$ cat config.mk
export PLATFORM = sky130hd
export DESIGN_NAME = ysyx_220053_mem_arbiter
export DESIGN_NICKNAME = d
export VERILOG_FILES = /design/src/rtl/ysyx_220053_mem_pkg.sv /design/src/rtl/ysyx_220053_rr_arb2.sv /design/src/rtl/ysyx_220053_mem_arbiter.sv
export SDC_FILE = /design/constraint.sdc
export NUM_CORES = 1
export LEC_CHECK = 0
export CAP_MARGIN = 20
export CORE_ASPECT_RATIO = 0.5
export CORE_MARGIN = 2
export CORE_UTILIZATION = 25
export DETAILED_ROUTE_END_ITERATION = 6
export PLACE_DENSITY = 0.58
export SYNTH_ARGS = -nofsm -noshare
export SYNTH_HDL_FRONTEND = slang
export SYNTH_SLANG_ARGS = --single-unit
export TNS_END_PERCENT = 10
$ cat constraint.sdc
create_clock -name clk -period 2.1 [get_ports clk]
set_clock_uncertainty 0.05 [all_clocks]
set_input_delay 0.42 -clock clk [delete_from_list [all_inputs] [get_ports clk]]
set_output_delay 0.42 -clock clk [all_outputs]
set_load 0.01 [all_outputs]
$ cat src/rtl/ysyx_220053_mem_pkg.sv
// Shared definitions for the IFU/LSU main-memory arbiter.
//   state_e         : arbiter FSM states (IDLE, ISSUE, WAIT, RESP)
//   REQ_IFU/REQ_LSU : requester ids used for grant bookkeeping
//   DEF_AW/DEF_DW   : default address and data widths
package ysyx_220053_mem_pkg;

  typedef enum logic [1:0] {
    IDLE  = 2'd0,
    ISSUE = 2'd1,
    WAIT  = 2'd2,
    RESP  = 2'd3
  } state_e;

  localparam logic REQ_IFU = 1'b0;
  localparam logic REQ_LSU = 1'b1;

  localparam int DEF_AW = 64;
  localparam int DEF_DW = 64;

endpackage

$ cat src/rtl/ysyx_220053_rr_arb2.sv
// Two-way round-robin arbiter, purely combinational.
// Ports:
//   req        in  [1:0] : request bits, bit 0 = IFU, bit 1 = LSU
//   last_grant in        : id of the requester served most recently
//   gnt        out [1:0] : one-hot grant (all zero when nothing requests)
module ysyx_220053_rr_arb2
  import ysyx_220053_mem_pkg::*;
(
  input  logic [1:0] req,
  input  logic       last_grant,
  output logic [1:0] gnt
);

  always_comb begin
    gnt = 2'b00;
    if (req[0] && req[1]) begin
      // On a tie the side that was not served last wins.
      gnt = (last_grant == REQ_LSU) ? 2'b01 : 2'b10;
    end else if (req[0]) begin
      gnt = 2'b01;
    end else if (req[1]) begin
      gnt = 2'b10;
    end
  end

endmodule

$ cat src/rtl/ysyx_220053_mem_arbiter.sv
// Shares the single main-memory port between the IFU (requester 0) and the
// LSU (requester 1). One transaction is outstanding at a time; requests are
// latched on the request handshake, issued to memory, the response is
// latched and then returned to the granted requester.
// Ports:
//   clk, rst (async, active-low)
//   ifu_req_*  / ifu_resp_*  : IFU read-only request and response channels
//   lsu_req_*  / lsu_resp_*  : LSU read/write request and response channels
//   mem_req_*                : memory request channel (valid/ready)
//   mem_resp_*               : memory response (always accepted)
module ysyx_220053_mem_arbiter
  import ysyx_220053_mem_pkg::*;
#(
  parameter int AW = DEF_AW,
  parameter int DW = DEF_DW
) (
  input  logic            clk,
  input  logic            rst,

  input  logic            ifu_req_valid,
  output logic            ifu_req_ready,
  input  logic [AW-1:0]   ifu_req_addr,
  output logic            ifu_resp_valid,
  input  logic            ifu_resp_ready,
  output logic [DW-1:0]   ifu_resp_rdata,

  input  logic            lsu_req_valid,
  output logic            lsu_req_ready,
  input  logic [AW-1:0]   lsu_req_addr,
  input  logic            lsu_req_wen,
  input  logic [DW-1:0]   lsu_req_wdata,
  input  logic [DW/8-1:0] lsu_req_wmask,
  output logic            lsu_resp_valid,
  input  logic            lsu_resp_ready,
  output logic [DW-1:0]   lsu_resp_rdata,

  output logic            mem_req_valid,
  input  logic            mem_req_ready,
  output logic [AW-1:0]   mem_req_addr,
  output logic            mem_req_wen,
  output logic [DW-1:0]   mem_req_wdata,
  output logic [DW/8-1:0] mem_req_wmask,
  input  logic            mem_resp_valid,
  input  logic [DW-1:0]   mem_resp_rdata
);

  state_e            state_q, state_d;
  logic              last_grant_q, last_grant_d;
  logic              gid_q, gid_d;
  logic [AW-1:0]     addr_q, addr_d;
  logic              wen_q, wen_d;
  logic [DW-1:0]     wdata_q, wdata_d;
  logic [DW/8-1:0]   wmask_q, wmask_d;
  logic [DW-1:0]     rdata_q, rdata_d;

  logic [1:0]        gnt;
  logic              idle;
  logic              resp_ready_sel;

  ysyx_220053_rr_arb2 u_arb (
    .req        ({lsu_req_valid, ifu_req_valid}),
    .last_grant (last_grant_q),
    .gnt        (gnt)
  );

  assign idle = (state_q == IDLE);

  // Readies are gated by rst so they drop in the same cycle reset asserts,
  // even though the registered state already reads IDLE.
  assign ifu_req_ready = rst & idle & gnt[0];
  assign lsu_req_ready = rst & idle & gnt[1];

  assign resp_ready_sel = (gid_q == REQ_IFU) ? ifu_resp_ready : lsu_resp_ready;

  always_comb begin
    state_d      = state_q;
    last_grant_d = last_grant_q;
    gid_d        = gid_q;
    addr_d       = addr_q;
    wen_d        = wen_q;
    wdata_d      = wdata_q;
    wmask_d      = wmask_q;
    rdata_d      = rdata_q;
    case (state_q)
      IDLE: begin
        if (gnt[0]) begin
          // IFU is read-only: force a clean read request.
          gid_d   = REQ_IFU;
          addr_d  = ifu_req_addr;
          wen_d   = 1'b0;
          wdata_d = '0;
          wmask_d = '0;
          state_d = ISSUE;
        end else if (gnt[1]) begin
          gid_d   = REQ_LSU;
          addr_d  = lsu_req_addr;
          wen_d   = lsu_req_wen;
          wdata_d = lsu_req_wdata;
          wmask_d = lsu_req_wmask;
          state_d = ISSUE;
        end
      end
      ISSUE: begin
        if (mem_req_ready) begin
          state_d = WAIT;
        end
      end
      WAIT: begin
        // Writes also complete on mem_resp_valid; the data is simply unused.
        if (mem_resp_valid) begin
          rdata_d = mem_resp_rdata;
          state_d = RESP;
        end
      end
      RESP: begin
        if (resp_ready_sel) begin
          last_grant_d = gid_q;
          state_d      = IDLE;
        end
      end
      default: state_d = IDLE;
    endcase
  end

  always_ff @(posedge clk or negedge rst) begin
    if (!rst) begin
      state_q      <= IDLE;
      last_grant_q <= REQ_LSU;
      gid_q        <= REQ_IFU;
      addr_q       <= '0;
      wen_q        <= 1'b0;
      wdata_q      <= '0;
      wmask_q      <= '0;
      rdata_q      <= '0;
    end else begin
      state_q      <= state_d;
      last_grant_q <= last_grant_d;
      gid_q        <= gid_d;
      addr_q       <= addr_d;
      wen_q        <= wen_d;
      wdata_q      <= wdata_d;
      wmask_q      <= wmask_d;
      rdata_q      <= rdata_d;
    end
  end

  assign mem_req_valid  = (state_q == ISSUE);
  assign mem_req_addr   = addr_q;
  assign mem_req_wen    = wen_q;
  assign mem_req_wdata  = wdata_q;
  assign mem_req_wmask  = wmask_q;

  assign ifu_resp_valid = (state_q == RESP) && (gid_q == REQ_IFU);
  assign lsu_resp_valid = (state_q == RESP) && (gid_q == REQ_LSU);
  assign ifu_resp_rdata = rdata_q;
  assign lsu_resp_rdata = rdata_q;

endmodule

* Word-level counts from Yosys, hierarchy flattened *
Index checks and enable logic that the tools add are counted.

storage, ports and cells
  flip-flop bits (word level) = 205
  latch bits = 0
  RAM bits = 0
  ROM bits = 0
  bits of input ports = 273
  output and inout port bits = 270
  word-level logic and storage cells = 49
  memories = 0

operators by class
  $add $sub $neg = 0
  multipliers = 0
  div/mod/pow operators = 0
  order comparisons = 0
  eq/ne operators = 7
  shift-type cells = 0
  multiplexer cells = 21
  bitwise gates (word level) = 4
  reductions and logical operators = 9

operators with widths
  kind                count
  $mux 64             4
  $mux 2              9
  $mux 8              2
  $pmux 2 s4          1
  $reduce_and 2->1    3
  $mux 1              5
  $eq 2x2->1 const B  2
  $ne 2x2->1 const B  2
  $reduce_and 4->1    1
  $and 1x1->1         3
  $logic_and 1x1->1   3
  $ne 3x3->1 const B  1
  $eq 2x1->1 const B  1
  $logic_not 2->1     1
  $ne 2x1->1 const B  1
  $reduce_bool 2->1   1
  $not 1->1           1

* Longest topological paths before layout *
  depth after elaboration = 6
  mapped depth = 8
  depth with buffers taken out = 5

* Modules after synthesis *
A second synthesis with hierarchy kept.

second synthesis, totals
  cells, all modules = 825
  area, all modules = 9158.8 um^2

modules (own cells, without submodules)
  module                   times used  cells an instance  area an instance (um^2)  sequential area each (um^2)
  ysyx_220053_mem_arbiter  1           822                9140.0                   5131.2
  ysyx_220053_rr_arb2      1           3                  18.8                     0.0

* Worst setup path after synthesis *
No wires, ideal clock.

  kind = register -> register
  from = reg state_q[0]
  to = reg rdata_q[22] (netlist: ifu_resp_rdata[22])
  library setup time = 125 ps
  data arrival time = 1420 ps
  data required time = 1925 ps
  slack = 505 ps
  stages on the path, launching flop included = 6
  buffers on the path = 1
  clock period less this slack = 1595 ps
  path through = dfrtp_1 inv_1 ha_1 nand2_1 buf_2 mux2_2

on the way
  cells in the longest elaborated chain, start to end = 2

RTL lines
  what                               line                            source
  from (decl)                        ysyx_220053_mem_arbiter.sv:47   state_e state_q, state_d;
  from (signal assigned)             ysyx_220053_mem_arbiter.sv:136  state_q <= state_d;
  $eq 2x2->1                         ysyx_220053_mem_arbiter.sv:84   case (state_q)
  $reduce_and 2->1 (no source line)  n/a
  to (signal assigned)               ysyx_220053_mem_arbiter.sv:143  rdata_q <= rdata_d;
  to (decl)                          ysyx_220053_mem_arbiter.sv:54   logic [DW-1:0] rdata_q, rdata_d;

No other way between the ends.
A chain may end at the register's enable or synchronous reset.

* Worst setup path in the final report *
  from = reg state_q[0]
  to = out ifu_req_ready

on the way
  cells in the longest elaborated chain, start to end = 3

RTL lines
  what                      line                           source
  $logic_not 2->1           ysyx_220053_mem_arbiter.sv:66  assign idle = (state_q == IDLE);
  $and 1x1->1 (2 in a row)  ysyx_220053_mem_arbiter.sv:70  assign ifu_req_ready = rst & idle & gnt[0];
  to (decl)                 ysyx_220053_mem_arbiter.sv:21  output logic ifu_req_ready,

No other way between the ends.

==> impl_metrics.toml <==
[synth]
synth-edff-count = 0
netlist_area_um2 = 8720
ys_warn_count = 0
synth_top_area_share_pct = 58.6
ys_ff_latch = 205
async_flop_share_pct = 100
yosysTopAreaCell = "dfrtp_1"
ys_seq_area_share_pct = 58.9
synthTopCellsByArea = "dfrtp_1, mux2i_1, a22o_1"
ys_types = 27
avgSynthCellArea_um2 = 12.9
syn_inst = 674
syn_nets = 951
synth_top_flop_cell = "dfrtp_1"

[sta]
finalSetupViolations = 0
period_minus_slack_ns = 2.09
slew_violations = 0
hold_violations = 0
worst_slack_ns = 0.0128
relSlewSlack_pct = 64.3
fmax_mhz = 479
rsz0062_at_grt = "true"
tns_ns = 0
period_share_pct = 99.4
tightestPinTransition_ns = 0.535

[floorplan]
rows = 48
ios = 543
initial_core_util_pct = 25.3
die-height_um = 136
core-area_um2 = 34400
die_w_um = 268
fp.dieArea_um2 = 36500

[flow_run]
maxCapViolCount = 0

[setup_path]
max_stage_delay_ns = 0.42
cpMaxStageDelayCell = "dfrtp_1"
required_ns = 1.63
path_delay_family = "flip-flops"
critPathLaunchType = "flop"
path_class = "reg -> out"
path_buf_inv = 2
path_cells = "inv_2, ha_2, nand2_1, nor2_2, clkdlybuf4s15_2"
cp_data_arrival_time_ns = 1.62
crit_fanout = 3
end_kind = "output pin"

[global_route]
grt_max_degree = 88
antenna_found_initial = 0
grt_pass1_vias = 7497
grt_pass1_wl_mm = 49.5
grtUsageTotal_pct = 18.1
gr-total-overflow = 0

[cts]
cts_tree = "built"
cts_root_buf = "clkbuf_16"
clkSinkCount = 205
clk_path_buf_depth = 3
htreeDepth = 1
clk_pin_slew_ns = 0.07
insertion_delay_ns = 0.51
numCtsBuffers = 21

[final_layout]
drive_gt1_share_pct = 8.88
fin_area_um2 = 14900
diodes = 0
fill_cells = 3190
multi_input_area_um2 = 2810
synthToLayoutAreaGrowth_pct = 71.3
layout.nets = 1434
regArea_um2 = 5130

[drt]
wl_per_cell_um = 20.8
drt-total-wl_mm = 34.2
via_count = 7011
viasPerCell = 4.26
first_iter_violations = 333
ant_nets = 0
drt_first_pass_iters = 4
drc_errors = 0

[power_and_ir_drop]
max-vdd-ir-drop_uv = 861
cellLeakagePower_nw = 6.53
powerDensity_nw_per_um2 = 1450

[placed_design]
postPlaceCellArea_um2 = 14300
numPortBuffers = 542
place.gp.congestion = 0.894
hpwl_mm = 26.7
place_ws_ns = -0.102

[worst_hold_path]
hold_class = "reg -> reg"

[run_status]
outcome = "finished clean"
report_power, final:
| group | internal [mW] | switching [mW] |
|---|---|---|
| Sequential | 5.81 | 1.38 |
| Clock | 2.02 | 1.66 |
| Combinational | 6.30 | 4.49 |
cell families (layout without fill, tap and decap cells):
logic type               after synthesis  count (layout)  synth area share (%)
flip-flops                           205             205                  58.9
buffers and inverters                112             609                  9.31
adder cells (fa/ha/maj)                4               4                 0.574
AND/OR/NAND/NOR                       78              78                  3.44
multiplexers                         130             130                  15.9
AO/OA/AOI/OAI                        145             145                  12.0
state kept, by name, summed over array words and instances (netlist names):
register / flops
gid_q: 1
ifu_resp_rdata: 64
last_grant_q: 1
mem_req_addr: 64
mem_req_wdata: 64
mem_req_wen: 1
mem_req_wmask: 8
state_q: 2
stage by stage:
step	util [%]	total power, mW	std cells	hold WS, ns
global route	43.4	22.9	1646	0.438
finish	43.4	21.7	1646	0.428
global placement	41.5	17.9	1607	0.412
CTS	43.4	22.0	1645	0.421
floorplan	-	12.0	674	0.0744
detailed placement	41.5	18.1	1607	0.418
cells in the mapped netlist (2+ instances only):
| library cell | n |
|---|---|
| a21oi_1 | 2 |
| a22o_1 | 73 |
| buf_12 | 5 |
| buf_2 | 26 |
| buf_4 | 67 |
| buf_6 | 2 |
| clkbuf_1 | 6 |
| dfrtp_1 | 204 |
| ha_1 | 4 |
| inv_1 | 3 |
| inv_2 | 2 |
| mux2_1 | 38 |
| mux2_2 | 27 |
| mux2i_1 | 65 |
| nand2_1 | 71 |
| nor2_1 | 4 |
| o21ai_1 | 58 |
| o21ai_2 | 8 |
tightest hold or removal path, delay by kind of cell, from the launching register on:
kind / cells / cell delay, ns
AOI/OAI and AO/OA: 1 / 0.05
DFF: 1 / 0.34
and+or+nand+nor: 1 / 0.06
routing by layer:
layer	share of wire, %	wire [um]	GRT usage (%)
met5	0	0	0
met4	1.6	549	3.35
met3	3.5	1190	2.70
met2	55	18900	33.5
met1	40	13600	22.5
final cells by class:
cell class | count | share of cell area (%)
well taps | 475 | 3.98
repair buffers | 567 | 38.5
flip-flops and latches | 205 | 34.4
multi-input cells | 357 | 18.8
inverters | 5 | 0.126
clock buffers | 29 | 3.79
clock inverters | 8 | 0.477
worst paths after layout:
path                                        from                  to  slack (ns)  cells after the start
worst min-delay path            mem_req_addr[30]    mem_req_addr[30]        0.43                      2
max in group asynchronous                    rst        last_grant_q        0.55                      4
worst min register to register  mem_req_addr[30]    mem_req_addr[30]        0.43                      2
worst max register to register        state_q[1]  ifu_resp_rdata[38]        0.26                      5
worst max-delay path                  state_q[0]       ifu_req_ready        0.01                      5
min in group asynchronous                    rst  ifu_resp_rdata[18]        0.54                      3
what timing repair did:
item / 4_1_cts / 5_1_grt
gates resized for setup: 12 / 7
hold buffers: 1 / 0
endpoints found under the hold margin: 84 / 0
pin swaps: 0 / 1
endpoints found under the setup margin: 5 / 5
setup buffers: 0 / 1
placed cells by master, fill, tap and decap left out, drive strengths merged, types with 6 or more instances in the layout:
| cell | Yosys | layout |
|---|---|---|
| a22o | 73 | 73 |
| buf | 101 | 25 |
| clkbuf | 6 | 31 |
| clkdlybuf4s50 | 0 | 536 |
| dfrtp | 204 | 204 |
| inv | 5 | 6 |
| mux2 | 65 | 65 |
| mux2i | 65 | 65 |
| nand2 | 71 | 71 |
| o21ai | 66 | 66 |
No activity file was read; power rests on OpenSTA's default activity.
